===== config.mk =====
export PLATFORM = sky130hd
export DESIGN_NAME = ysyx_23060191_mem_arbiter
export DESIGN_NICKNAME = d
export VERILOG_FILES = /design/src/rtl/ysyx_23060191_mem_arbiter.sv
export SDC_FILE = /design/constraint.sdc
export NUM_CORES = 1
export LEC_CHECK = 0
export ABC_AREA = 1
export CAP_MARGIN = 20
export CORE_MARGIN = 1.5
export CORE_UTILIZATION = 41
export DETAILED_ROUTE_END_ITERATION = 10
export PLACE_DENSITY = 0.82
export REMOVE_ABC_BUFFERS = 1
export SLEW_MARGIN = 10
export SYNTH_ARGS = -nofsm -noshare
export SYNTH_HDL_FRONTEND = slang
export SYNTH_SLANG_ARGS = --single-unit
export TNS_END_PERCENT = 10

===== constraint.sdc =====
create_clock -name clk -period 1.6 [get_ports clk]
set_input_delay 0.4 -clock clk [delete_from_list [all_inputs] [get_ports clk]]
set_output_delay 0.4 -clock clk [all_outputs]
set_load 0.05 [all_outputs]

===== src/rtl/ysyx_23060191_mem_arbiter.sv =====
// Shares one memory port between IFU and LSU: one outstanding request, round-robin on ties,
// response routed back to its owner, stalled transactions terminated by a timeout.
//   state  | meaning
//   S_IDLE | no transaction; grant evaluated combinationally
//   S_REQ  | mem_req_valid held until mem_req_ready
//   S_WAIT | request taken by memory, waiting for mem_rsp_valid
module ysyx_23060191_mem_arbiter #(
  parameter int ADDR_W      = 32,
  parameter int DATA_W      = 32,
  parameter int TIMEOUT_CYC = 255
) (
  input  logic                clk,
  input  logic                rstn,
  input  logic                ifu_req_valid,
  output logic                ifu_req_ready,
  input  logic [ADDR_W-1:0]   ifu_req_addr,
  output logic                ifu_rsp_valid,
  output logic [DATA_W-1:0]   ifu_rsp_data,
  output logic                ifu_rsp_err,
  input  logic                lsu_req_valid,
  output logic                lsu_req_ready,
  input  logic [ADDR_W-1:0]   lsu_req_addr,
  input  logic                lsu_req_wen,
  input  logic [DATA_W-1:0]   lsu_req_wdata,
  input  logic [DATA_W/8-1:0] lsu_req_wmask,
  output logic                lsu_rsp_valid,
  output logic [DATA_W-1:0]   lsu_rsp_data,
  output logic                lsu_rsp_err,
  output logic                mem_req_valid,
  input  logic                mem_req_ready,
  output logic [ADDR_W-1:0]   mem_req_addr,
  output logic                mem_req_wen,
  output logic [DATA_W-1:0]   mem_req_wdata,
  output logic [DATA_W/8-1:0] mem_req_wmask,
  input  logic                mem_rsp_valid,
  input  logic [DATA_W-1:0]   mem_rsp_data
);

  localparam int TW = (TIMEOUT_CYC > 2) ? $clog2(TIMEOUT_CYC) : 1;
  // Loaded on accept so that terminal count lands on the cycle TIMEOUT_CYC-1 after accept.
  localparam logic [TW-1:0] TMO_LOAD = TW'(TIMEOUT_CYC - 2);

  localparam logic [1:0] S_IDLE = 2'd0;
  localparam logic [1:0] S_REQ  = 2'd1;
  localparam logic [1:0] S_WAIT = 2'd2;

  localparam logic OWN_IFU = 1'b0;
  localparam logic OWN_LSU = 1'b1;

  logic [1:0]        state;
  logic              last;
  logic              owner;
  logic              run;
  logic [TW-1:0]     timer;
  logic              gnt_ifu;
  logic              gnt_lsu;
  logic              accept;
  logic              busy;
  logic              complete;
  logic              timeout;
  logic [DATA_W-1:0] rsp_word;

  // run keeps both readies low while reset is asserted and for the first cycle after release.
  always_comb begin
    gnt_ifu = 1'b0;
    gnt_lsu = 1'b0;
    if (run && state == S_IDLE) begin
      if (ifu_req_valid && lsu_req_valid) begin
        gnt_lsu = (last == OWN_IFU);
        gnt_ifu = (last == OWN_LSU);
      end else begin
        gnt_ifu = ifu_req_valid;
        gnt_lsu = lsu_req_valid;
      end
    end
  end

  assign ifu_req_ready = gnt_ifu;
  assign lsu_req_ready = gnt_lsu;
  assign accept        = gnt_ifu | gnt_lsu;

  assign busy     = (state == S_REQ) || (state == S_WAIT);
  assign complete = mem_rsp_valid && ((state == S_WAIT) || (state == S_REQ && mem_req_ready));
  assign timeout  = busy && !complete && (timer == '0);
  assign rsp_word = (complete && !mem_req_wen) ? mem_rsp_data : '0;

  always_ff @(posedge clk or negedge rstn) begin
    if (!rstn) begin
      state         <= S_IDLE;
      last          <= OWN_IFU;
      owner         <= OWN_IFU;
      run           <= 1'b0;
      timer         <= '0;
      mem_req_valid <= 1'b0;
      mem_req_addr  <= '0;
      mem_req_wen   <= 1'b0;
      mem_req_wdata <= '0;
      mem_req_wmask <= '0;
      ifu_rsp_valid <= 1'b0;
      ifu_rsp_data  <= '0;
      ifu_rsp_err   <= 1'b0;
      lsu_rsp_valid <= 1'b0;
      lsu_rsp_data  <= '0;
      lsu_rsp_err   <= 1'b0;
    end else begin
      run           <= 1'b1;
      ifu_rsp_valid <= 1'b0;
      ifu_rsp_data  <= '0;
      ifu_rsp_err   <= 1'b0;
      lsu_rsp_valid <= 1'b0;
      lsu_rsp_data  <= '0;
      lsu_rsp_err   <= 1'b0;
      case (state)
        S_IDLE: begin
          if (accept) begin
            state         <= S_REQ;
            owner         <= gnt_lsu;
            last          <= gnt_lsu;
            timer         <= TMO_LOAD;
            mem_req_valid <= 1'b1;
            mem_req_addr  <= gnt_lsu ? lsu_req_addr : ifu_req_addr;
            mem_req_wen   <= gnt_lsu & lsu_req_wen;
            mem_req_wdata <= gnt_lsu ? lsu_req_wdata : '0;
            mem_req_wmask <= gnt_lsu ? lsu_req_wmask : '0;
          end
        end
        S_REQ, S_WAIT: begin
          if (complete || timeout) begin
            state         <= S_IDLE;
            mem_req_valid <= 1'b0;
            if (owner == OWN_LSU) begin
              lsu_rsp_valid <= 1'b1;
              lsu_rsp_data  <= rsp_word;
              lsu_rsp_err   <= timeout;
            end else begin
              ifu_rsp_valid <= 1'b1;
              ifu_rsp_data  <= rsp_word;
              ifu_rsp_err   <= timeout;
            end
          end else begin
            timer <= timer - 1'b1;
            if (state == S_REQ && mem_req_ready) begin
              state         <= S_WAIT;
              mem_req_valid <= 1'b0;
            end
          end
        end
        default: begin
          state         <= S_IDLE;
          mem_req_valid <= 1'b0;
        end
      endcase
    end
  end

endmodule


# ---- Word level (Yosys, flattened, before mapping)
# Cells that the tools add are included.
dict set report totals {
  regBits 150
  latch_bits 0
  mem_bits_rw 0
  romBits 0
  in_bits 139
  out_inout_bits 140
  word_cells 80
  mem_count 0
}
dict set report classes {
  addsub 1
  multipliers 0
  n_div 0
  magnitude_cmp 0
  eq_ne 5
  shifts 0
  muxes 37
  bitwise_logic 3
  reduce_logical 19
}
# operator n
set op_table {}
lappend op_table {{$mux W32} 9}
lappend op_table {{$mux W1} 19}
lappend op_table {{$mux W8} 2}
lappend op_table {{$pmux W8 S2} 1}
lappend op_table {{$logic_not A8 Y1} 1}
lappend op_table {{$sub A8 B1 Y8 const B} 1}
lappend op_table {{$logic_and A1 B1 Y1} 7}
lappend op_table {{$mux W2} 3}
lappend op_table {{$mux W4} 1}
lappend op_table {{$ne A2 B2 Y1 const B} 2}
lappend op_table {{$pmux W2 S2} 1}
lappend op_table {{$reduce_and A2 Y1} 2}
lappend op_table {{$logic_or A1 B1 Y1} 3}
lappend op_table {{$ne A3 B3 Y1 const B} 1}
lappend op_table {{$reduce_and A3 Y1} 1}
lappend op_table {{$eq A2 B1 Y1 const B} 1}
lappend op_table {{$eq A2 B2 Y1 const B} 1}
lappend op_table {{$logic_not A1 Y1} 2}
lappend op_table {{$logic_not A2 Y1} 1}
lappend op_table {{$pmux W1 S2} 1}
lappend op_table {{$reduce_bool A2 Y1} 1}
lappend op_table {{$reduce_or A2 Y1} 1}
lappend op_table {{$and A1 B1 Y1} 1}
lappend op_table {{$not A1 Y1} 1}
lappend op_table {{$or A1 B1 Y1} 1}

# ---- Longest topological paths before layout
dict set report logic_depth {
  word_depth 10
  mapped_depth 11
  mapped_depth_nobuf 11
}

# ---- Least setup slack after synthesis
# Ideal clock, no wire load.
dict set report synth_timing {
  kind {reg2out}
  from {reg state[0]}
  to {out ifu_req_ready}
  t_arrival_ns 1.581
  required_ns 1.200
  slack_ns -0.381
  path_stages_with_launch 7
  path_buffers 0
  cell_sequence {dfrtp_1 -> inv_1 -> ha_1 -> nand2_1 -> clkinv_2 -> nand2_1 -> a21oi_1}
}
dict set report synth_via {
  elab_chain_cells 3
}
# element line
set synth_lines {}
lappend synth_lines {{from (decl)} 50} ;# logic [1:0] state;
lappend synth_lines {{from (signal assigned)} 89} ;# state <= S_IDLE;
lappend synth_lines {{from (signal assigned)} 116} ;# state <= S_REQ;
lappend synth_lines {{from (signal assigned)} 129} ;# state <= S_IDLE;
lappend synth_lines {{$logic_not A2 Y1} 67} ;# if (run && state == S_IDLE) begin
lappend synth_lines {{$logic_and A1 B1 Y1} 67}
lappend synth_lines {{$mux W1} 67}
lappend synth_lines {{to (decl)} 15} ;# output logic ifu_req_ready,
# Every way passes these cells.

# ---- Worst setup path in the final report
dict set report layout_timing {
  from {reg state[1]}
  to {out ifu_req_ready}
}
# Same word-level chain as after synthesis.

==> run_results.csv <==
group,metric,value,unit
status,status,"complete, but fails checks",
status,violations,"setup timing",
layout,layout-drive-gt1-share,37.7,%
logic_synthesis,yosysSeqAreaShare,63.5,%
floorplanning,num_rows,43,
pwr,worst_ir_drop_vdd,0.00151,V
pwr,pwr-share-clk,16.5,%
clock_tree,clock_sinks,150,
layout,fin_util,85.0,%
global_routing,grt_max_degree,65,
floorplanning,ios,279,
global_routing,grt_pass1_wl,32100,um
logic_synthesis,ys_ff_latch,150,
worst_setup_path,cp-start-kind,"flop",
clock_tree,cts_max_level,4,
pwr,netSwitchingFraction,44.9,%
placed_design,routabilityCongestion,0.826,
pwr,internal_power,12.9,mW
worst_setup_path,crit_buf_inv,3,
detailed_routing,drtIter0Drc,439,
worst_setup_path,r2r-end,"lsu_rsp_data[18]",
pwr,power.leakage,5.29,nW
detailed_routing,vias,5674,
worst_setup_path,critPathMaxStageDelay,0.41,ns
global_routing,grt_pass1_vias,5723,
worst_setup_path,cp-endpoint,"ifu_req_ready",
worst_setup_path,crit_top_cell,"nand2_4",
logic_synthesis,synth.largest_area_cell,"dfrtp_1",
logic_synthesis,synth_top_area_share,63.5,%
logic_synthesis,synthTopCellsByArea,"dfrtp_1 (63%), nand2_1 (9.0%), a22o_1 (5.5%)",
detailed_routing,drt_wl_total,23200,um
clock_tree,ctsLongestPathBuffers,2,
worst_setup_path,cp.depth,7,
logic_synthesis,postSynthAreaPerCell,10.3,sq um
global_routing,grt_usage,28.8,%
timing,tightestPinTransition,0.661,ns
timing,hold_violations,0,
pwr,seqPwrFrac,26.2,%
detailed_routing,drc,0,
worst_setup_path,worst_ep_arrival_time,1.58,ns
worst_setup_path,reg2reg_slack,-0.37,ns
worst_setup_path,worst_setup_path_end_kind,"output port",
worst_setup_path,crit_family,"flip-flops",
worst_setup_path,worstPathCellList,"inv_2 -> ha_4 -> nand2_4 -> clkinv_4 -> nand2_4 -> a21oi_4 -> buf_12",
timing,fin_hold_ws,0.450,ns
logic_synthesis,ys_types,29,
logic_synthesis,syn_area,5910,sq um
clock_tree,root_buffer,"clkbuf_16",
timing,fin_worst_skew,0.0110,ns
placed_design,portBuffers,278,
pwr,pwr-share-comb,57.3,%
worst_setup_path,required,1.20,ns
timing,period_needed,1.98,ns
worst_hold_path,hp-class,"in2async",
detailed_routing,wl_per_cell,21.6,um
timing,fin_crit_sh,124,%
logic_synthesis,synth_warnings,0,
global_routing,grt_antenna_before_repair,1,
clock_tree,cts_tree,"built",
clock_tree,insertion_delay,0.43,ns
worst_setup_path,worstReg2RegStart,"state[1]",
clock_tree,numCtsBuffers,17,
detailed_routing,postRouteAntennaNets,0,
pwr,p_per_area,1960,nW/um^2
clock_tree,path_clk_slew,0.06,ns
pwr,p_switching,10.5,mW
worst_setup_path,slowest_stage,"dfrtp_1",
global_routing,grt_overflow_total,0,
timing,finalSetupViolCount,147,
detailed_routing,dr.pass1.iters,6,
job,maxCapViolations,0,
layout,nets,1024,
worst_setup_path,ff2ff_path_depth,12,
timing,fmax,506,MHz
timing,drv_slew,0,
placed_design,dp_hpwl,13900,um
worst_setup_path,cp_max_fo,3,
layout,synthToLayoutAreaGrowth,101,%
detailed_routing,viasPerCell,5.29,
floorplanning,die_height,123,um
worst_setup_path,critPathLaunch,"state[1]",
worst_setup_path,crit_type,"reg2out",
logic_synthesis,netlist_instances,573,
timing,layout_setup_ws,-0.378,ns
layout,nFillCells,665,
timing,rsz0062_at_grt,"yes",
timing,slew_headroom,55.9,%
floorplanning,die_w,123,um
floorplanning,initial_core_util,42.3,%
floorplanning,die_area,15200,sq um
floorplanning,core_area,14000,sq um
[Yosys cell counts]
cell type  instances
dfrtp_1          150
nand2_1          142
nor3_1            64
nor2_1            50
a22o_1            37
a31oi_1           32
buf_2             17
nand3_1           17
inv_1             16
buf_4             11
clkbuf_1           7
ha_1               5
buf_6              4
inv_2              4
nand4_1            2
o21ai_0            2
a21boi_0           1
a21oi_1            1
clkinv_2           1
conb_1             1
nand2_2            1
nand2_4            1
nand3_4            1
nand3b_1           1
nor2_4             1
o21ai_1            1
o21ai_2            1
o21ai_4            1
or2_2              1
[area by class of cell]
type                            count  area (sq um)  area share [%]
Antenna cell                        1          2.50          0.0210
Clock buffer                       20           447            3.76
Clock inverter                     11           103           0.863
Inverter                           21          88.8           0.747
Multi-Input combinational cell    363          2490            20.9
Sequential cell                   150          3750            31.6
Tap cell                          180           225            1.89
Timing Repair Buffer              327          4790            40.2
[stage by stage]
stage	TNS [ns]	worst slack (ns)	power [mW]	cell area [sq um]	instances
floorplan	-80.58	-0.919	11.5	5680	534
global placement	-20.22	-0.192	17.7	10500	1027
detailed placement	-28.96	-0.270	18.0	10500	1027
CTS	-12.89	-0.315	22.5	11500	1066
global route	-33.11	-0.434	24.3	11900	1073
finish	-22.26	-0.378	23.4	11900	1073
[routing by layer]
metal  share of wire, %  vias to the layer above  track usage, %
met5                  0                        -               0
li1                   -                     2536               -
met4                4.2                        0            14.6
met1                 35                     2801            32.6
met2                 54                      277            49.7
met3                7.0                       60            8.12
[layout by cell type, fill, tap and decap left out, types with 2 or more instances in the layout]
cell type	count
clkbuf_16	17
nand3_1	17
a22o_1	37
nand2_8	4
nor3_4	10
o21ai_0	2
clkinvlp_4	3
clkinv_4	4
nor2_2	2
nor3_1	2
inv_2	6
buf_16	2
nand4_1	2
clkbuf_1	2
nand2_2	17
o21ai_4	2
ha_4	3
buf_12	154
clkinv_2	3
nor3_2	52
nand2_1	108
a31oi_1	32
buf_4	28
dfrtp_1	150
inv_4	2
buf_6	5
inv_1	12
nand2_4	15
ha_1	2
nor2_1	48
clkdlybuf4s50_1	137
[state kept, by name, summed over array words and instances (netlist names)]
name,flops
ifu_rsp_data,32
mem_req_valid,1
mem_req_wen,1
state,2
timer,8
ifu_rsp_err,1
run,1
mem_req_addr,32
mem_req_wmask,4
ifu_rsp_valid,1
lsu_rsp_valid,1
mem_req_wdata,32
lsu_rsp_err,1
lsu_rsp_data,32
owner,1
[timing repair]
| item | CTS | global route |
|---|---|---|
| gates cloned | 2 | 0 |
| endpoints found under the setup margin | 137 | 148 |
| hold buffers | 1 | 0 |
| pin swaps | 10 | 9 |
| gates resized for setup | 67 | 84 |
| endpoints found under the hold margin | 33 | 0 |
| buffers inserted | 5 | 8 |
[worst min-delay path by stage]
stage / start / slack, ns / depth (start not counted) / endpoint
after floorplan: rstn / 0.10 / 0 / ifu_rsp_data[0]
after global placement: rstn / 0.33 / 1 / timer[7]
after detailed placement: rstn / 0.33 / 1 / timer[7]
after CTS: rstn / 0.44 / 2 / timer[4]
after global routing: rstn / 0.49 / 2 / timer[4]
final: rstn / 0.45 / 2 / timer[4]
[logic make-up after synthesis]
group           after synthesis  synth area share (%)
simple gates                281                  20.3
flops                       150                  63.5
fa+ha+maj                     5                  1.06
compound gates               76                  9.75
other cells                   1                0.0634
buf+inv                      60                  5.39
[power groups by stage]
stage	clock network (mW)	registers (mW)	logic, mW
after floorplan	0	8.75	2.72
after global placement	0	6.03	11.7
after detailed placement	0	6.11	11.9
after CTS	3.81	6.08	12.6
after global routing	4.07	6.24	14.0
final	3.85	6.13	13.4
(Power assumes the default switching activity.)
